==> config.mk <==
export PLATFORM = sky130hd
export DESIGN_NAME = sc_stream_decoder
export DESIGN_NICKNAME = d
export VERILOG_FILES = /design/src/rtl/sc_pkg.sv /design/src/rtl/sc_ones_counter.sv /design/src/rtl/sc_stream_decoder.sv
export SDC_FILE = /design/constraint.sdc
export NUM_CORES = 1
export LEC_CHECK = 0
export BUFFER_PORTS_ARGS = -buffer_cell sky130_fd_sc_hd__buf_2
export CORE_MARGIN = 2
export CORE_UTILIZATION = 56
export CTS_CLUSTER_DIAMETER = 80
export CTS_CLUSTER_SIZE = 16
export DETAILED_ROUTE_END_ITERATION = 8
export PLACE_DENSITY = 0.8
export SLEW_MARGIN = 20
export SYNTH_ARGS = -nofsm -noshare
export SYNTH_HDL_FRONTEND = slang
export SYNTH_SLANG_ARGS = --single-unit
==> constraint.sdc <==
create_clock -name clk -period 4.4 [get_ports clk]
set_clock_uncertainty 0.15 [all_clocks]
set_input_delay 1.1 -clock clk [delete_from_list [all_inputs] [get_ports clk]]
set_output_delay 1.1 -clock clk [all_outputs]
set_load 0.01 [all_outputs]
==> src/rtl/sc_pkg.sv <==
`default_nettype none
// +----------------------------------------------------------------------+
// | Module   : sc_pkg                                                    |
// | Purpose  : Shared types and constants for the stochastic-computing    |
// |            stream decoder (FSM state enum, default window size).     |
// | Revision : 1.0 - initial release                                     |
// +----------------------------------------------------------------------+
package sc_pkg;

  // Default window length exponent: a window is 2**WIN_LOG2 accepted bits.
  localparam int c_win_log2_default = 4;

  // Decoder FSM states.
  typedef enum logic [0:0] {
    IDLE  = 1'b0,
    ACCUM = 1'b1
  } sc_state_e;

endpackage : sc_pkg
`default_nettype wire

==> src/rtl/sc_ones_counter.sv <==
`default_nettype none
// +----------------------------------------------------------------------+
// | Module   : sc_ones_counter                                           |
// | Purpose  : Window bit counter and ones counter for the stream        |
// |            decoder. Flags the acceptance of the last bit of a window |
// |            and presents the final ones count including that bit.     |
// | Ports    : clk, rst_n      - clock, async active-low reset           |
// |            clear           - synchronous abort, zeroes both counters |
// |            accept          - a bit is accepted this cycle            |
// |            sn_bit          - the bit being accepted                  |
// |            window_done     - this acceptance completes the window    |
// |            final_ones      - ones count including the current bit   |
// | Revision : 1.0 - initial release                                     |
// +----------------------------------------------------------------------+
module sc_ones_counter
  import sc_pkg::*;
#(
  parameter int WIN_LOG2 = c_win_log2_default
) (
  input  logic              clk,
  input  logic              rst_n,
  input  logic              clear,
  input  logic              accept,
  input  logic              sn_bit,
  output logic              window_done,
  output logic [WIN_LOG2:0] final_ones
);

  // bit_cnt holds the number of bits already accepted in this window, so
  // it only needs to reach 2**WIN_LOG2-1; the last bit is recognised by
  // the all-ones value and the counter then wraps back to zero.
  localparam logic [WIN_LOG2-1:0] c_last_bit = '1;
  localparam logic [WIN_LOG2-1:0] c_bit_one  = {{(WIN_LOG2-1){1'b0}}, 1'b1};

  logic [WIN_LOG2-1:0] r_bit_cnt;
  // One extra bit so that an all-ones window does not wrap.
  logic [WIN_LOG2:0]   r_ones_cnt;

  assign window_done = accept && (r_bit_cnt == c_last_bit);
  assign final_ones  = r_ones_cnt + {{WIN_LOG2{1'b0}}, sn_bit};

  always_ff @(posedge clk or negedge rst_n) begin
    if (!rst_n) begin
      r_bit_cnt  <= '0;
      r_ones_cnt <= '0;
    end else if (clear || window_done) begin
      r_bit_cnt  <= '0;
      r_ones_cnt <= '0;
    end else if (accept) begin
      r_bit_cnt  <= r_bit_cnt + c_bit_one;
      r_ones_cnt <= final_ones;
    end
  end

endmodule : sc_ones_counter
`default_nettype wire

==> src/rtl/sc_stream_decoder.sv <==
`default_nettype none
// +----------------------------------------------------------------------+
// | Module   : sc_stream_decoder                                         |
// | Purpose  : Decodes a stochastic bitstream into a probability value   |
// |            by counting ones over windows of 2**WIN_LOG2 valid bits.  |
// | Config   : SC_BIPOLAR_EN defined   -> prob_out = 2*ones - 2**WIN_LOG2|
// |                                       (two's complement)             |
// |            SC_BIPOLAR_EN undefined -> prob_out = ones (unipolar)     |
// | Ports    : clk, rst_n  - clock, async active-low reset               |
// |            sn_bit      - stochastic bit sample                       |
// |            sn_valid    - sn_bit qualifier                            |
// |            clear       - synchronous window abort (beats sn_valid)   |
// |            prob_out    - decoded value of the last completed window  |
// |            prob_valid  - one-cycle pulse when prob_out updates       |
// |            busy        - a window is partially accumulated           |
// | Revision : 1.0 - initial release                                     |
// +----------------------------------------------------------------------+
module sc_stream_decoder
  import sc_pkg::*;
#(
  parameter int WIN_LOG2 = c_win_log2_default
) (
  input  logic                clk,
  input  logic                rst_n,
  input  logic                sn_bit,
  input  logic                sn_valid,
  input  logic                clear,
  output logic [WIN_LOG2+1:0] prob_out,
  output logic                prob_valid,
  output logic                busy
);

  sc_state_e           r_state;
  sc_state_e           w_next_state;
  logic                w_accept;
  logic                w_window_done;
  logic [WIN_LOG2:0]   w_final_ones;
  logic [WIN_LOG2+1:0] w_decoded;
  logic [WIN_LOG2+1:0] r_prob_out;
  logic                r_prob_valid;

  // A bit arriving together with clear is discarded.
  assign w_accept = sn_valid && !clear;

  sc_ones_counter #(
    .WIN_LOG2 (WIN_LOG2)
  ) u_ones_counter (
    .clk         (clk),
    .rst_n       (rst_n),
    .clear       (clear),
    .accept      (w_accept),
    .sn_bit      (sn_bit),
    .window_done (w_window_done),
    .final_ones  (w_final_ones)
  );

  // ---------------------------------------------------------------- FSM
  always_ff @(posedge clk or negedge rst_n) begin
    if (!rst_n) begin
      r_state <= IDLE;
    end else begin
      r_state <= w_next_state;
    end
  end

  always_comb begin
    w_next_state = r_state;
    if (clear) begin
      w_next_state = IDLE;
    end else if (w_window_done) begin
      w_next_state = IDLE;
    end else if (w_accept) begin
      w_next_state = ACCUM;
    end
  end

  always_comb begin
    busy = (r_state == ACCUM);
  end

  // ------------------------------------------------------------- decode
`ifdef SC_BIPOLAR_EN
  // 2*ones - 2**WIN_LOG2, range -2**WIN_LOG2..+2**WIN_LOG2 in WIN_LOG2+2 bits.
  localparam logic [WIN_LOG2+1:0] c_full_scale = {2'b01, {WIN_LOG2{1'b0}}};
  assign w_decoded = {w_final_ones, 1'b0} - c_full_scale;
`else
  assign w_decoded = {1'b0, w_final_ones};
`endif

  // ------------------------------------------------------ output register
  always_ff @(posedge clk or negedge rst_n) begin
    if (!rst_n) begin
      r_prob_out   <= '0;
      r_prob_valid <= 1'b0;
    end else begin
      r_prob_valid <= w_window_done;
      if (w_window_done) begin
        r_prob_out <= w_decoded;
      end
    end
  end

  assign prob_out   = r_prob_out;
  assign prob_valid = r_prob_valid;

endmodule : sc_stream_decoder
`default_nettype wire

==> impl_metrics.toml <==
[run_status]
outcome = "complete, no violations"

[clock_tree]
clk_pin_slew_worst_paths_ns = 0.10
cts-resized-gates = 0
ctsHoldBuffers = 0
cts_max_level = 1
cts_buffer_depth = 2
cts.sinks = 16
clk_latency_ns = 0.28
cts_tree = "built"
post_cts_buffers = 0
cts_root_buffer = "clkbuf_4"
cts_made_buffers = 3

[die]
die_area_mm2 = 0.00165
die_h_um = 40.6
die_x_um = 40.6
rows = 13
ioPinCount = 13
start_util = 0.585
core_region_area_mm2 = 0.00128

[worst_hold_path]
min_path_type = "reg2reg"
worstHoldStart = "busy"
hold_depth = 2
hold_path_end = "busy"

[setup_path]
worst_r2r_endpoint = "prob_out[0]"
required_ns = 3.15
slowest_stage = "dfrtp_1"
path_buf_inv = 1
worstPathMaxFanout = 2
crit_chain = "buf_2"
start_kind = "register"
slowest_delay_ns = 0.39
critical_path_class = "reg2out"
crit_path_end_kind = "output port"
critPathTopFamily = "flip-flops"
r2r_slack_ns = 2.80
r2r-start = "u_ones_counter.r_bit_cnt[0]"
cp.arrival_ns = 0.82
r2r_cells = 4

[finish]
final_cell_mix = "dfrtp_1, buf_2, nand2_1, nand3_1"
fillers = 100
postLayoutCellArea_um2 = 855
drive_gt1_frac = 0.346
diodes = 0
layout_commonest_cell = "dfrtp_1"
fin_util = 0.665
nets = 87
syn_to_final_growth_pct = 13.6

[placement]
gp_congestion = 0.798
dp_hpwl_um = 963
port_buffers = 11
dpl_cell_area_um2 = 818

[routing]
ant_nets = 0
wl_um = 1260
vias = 509
drt-wirelength-per-cell_um = 13.5
drc = 0
vias_per_cell = 5.47
drt_iter0_markers = 6
drtPass1Iterations = 4

[global_routing]
grt_util_met3 = 0.0489
busiest_layer = "met2"
grt_pass1_wl_um = 2030
use_met2 = 0.317
track_usage = 0.201
grtUsageMet1 = 0.234
overflow = 0
antenna_found_initial = 0
grt_max_degree = 17
grt_pass1_vias = 484

[power_and_ir_drop]
leakagePower_uw = 0.000448
ir_worst_vdd_mv = 0.214
p_per_area_mw_per_mm2 = 315

[sta]
hold_viol_final = 0
tns_ns = 0
timing.hold.ws_ns = 0.341
rsz0062_at_grt = "no"
slew_violations = 0
finalCriticalPeriod_ns = 2.07
fmax_ghz = 0.483
min_period_over_period = 0.470
finalSetupViolCount = 0

[synthesis]
synth_seq_cells = 16
synthCells = 64
synth_seq_area_share = 0.532
synth_top_area_cell = "dfrtp_1"
synth_nets = 72
ys_warn_count = 0
synth.top_cell.area_share = 0.532
yosys-top-cells-area = "dfrtp_1, mux2_2, ha_1, a22o_2, nand2_1"
syn_area_per_cell_um2 = 11.7
ys_types = 23
synth.cell_area_um2 = 752

[job]
max-cap-violations = 0
-- cell families (layout without fill, tap and decap cells) --
family                   count (synthesis)  in the layout  share of synthesized area
XOR/XNOR                                 4              4                     0.0466
multiplexers                             4              4                     0.0599
AND/OR/NAND/NOR                         22             22                      0.181
flip-flops                              16             16                      0.532
other                                    1              1                    0.00499
AO/OA/AOI/OAI                           11             11                      0.105
adder cells (fa/ha/maj)                  3              3                     0.0499
buffers and inverters                    3             17                     0.0200
-- area by class of cell --
| type | instances | area (um2) | share of cell area |
|---|---|---|---|
| timing repair buffer | 11 | 55.1 | 0.0644 |
| clock buffer | 4 | 36.3 | 0.0425 |
| sequential | 16 | 400 | 0.469 |
| inverter | 2 | 7.51 | 0.00878 |
| multi-input combinational | 45 | 337 | 0.394 |
| tap | 15 | 18.8 | 0.0220 |
-- cells in the mapped netlist --
cell	n
nand4b_1	2
nand3_1	5
buf_4	1
and2_4	1
nor2_2	1
o21ai_0	4
dfrtp_1	16
nor2_1	2
nand2_1	7
xor2_1	3
nor2b_4	1
nand4_2	1
inv_1	2
a22o_2	3
o31ai_1	1
ha_1	3
mux2_2	4
nand3b_1	1
conb_1	1
a31oi_1	2
nor2_4	1
o2bb2ai_1	1
xnor2_1	1
-- report_power, final --
part           leakage, uW  internal, uW  switching (uW)
sequential        0.000220           150            2.62
combinational     0.000207          7.66            11.9
clock            0.0000210          50.4            46.2
total             0.000448           208            60.7
-- flip-flops by register name, summed over array words and instances (netlist names) --
signal	flops
busy	1
prob_out	5
prob_valid	1
u_ones_counter.r_bit_cnt	4
u_ones_counter.r_ones_cnt	5
-- per-layer routing --
| layer | share of wire | wire length, um | up-vias |
|---|---|---|---|
| li1 | - | - | 255 |
| met1 | 0.44 | 548 | 244 |
| met2 | 0.52 | 647 | 8 |
| met3 | 0.037 | 47 | 2 |
| met4 | 0.0096 | 12 | 0 |
| met5 | 0 | 0 | - |
-- worst max-delay path by stage --
| stage | from | slack, ns | cells past startpoint | endpoint |
|---|---|---|---|---|
| after floorplan | sn_bit | 2.21 | 4 | prob_out[2] |
| after global placement | sn_bit | 2.08 | 5 | prob_out[2] |
| after detailed placement | sn_bit | 2.05 | 5 | prob_out[2] |
| after CTS | prob_out[0] | 2.32 | 1 | prob_out[0] |
| after global routing | prob_out[0] | 2.28 | 1 | prob_out[0] |
| final | prob_out[0] | 2.33 | 1 | prob_out[0] |
-- stage by stage --
step / power (uW) / setup slack (ns) / instances
after detailed placement: 176 / 2.05 / 89
after global placement: 175 / 2.08 / 89
after floorplan: 167 / 2.21 / 64
final: 269 / 2.33 / 93
after global routing: 281 / 2.28 / 93
after CTS: 271 / 2.32 / 93
Note: power is estimated with default switching activity, not from simulation.
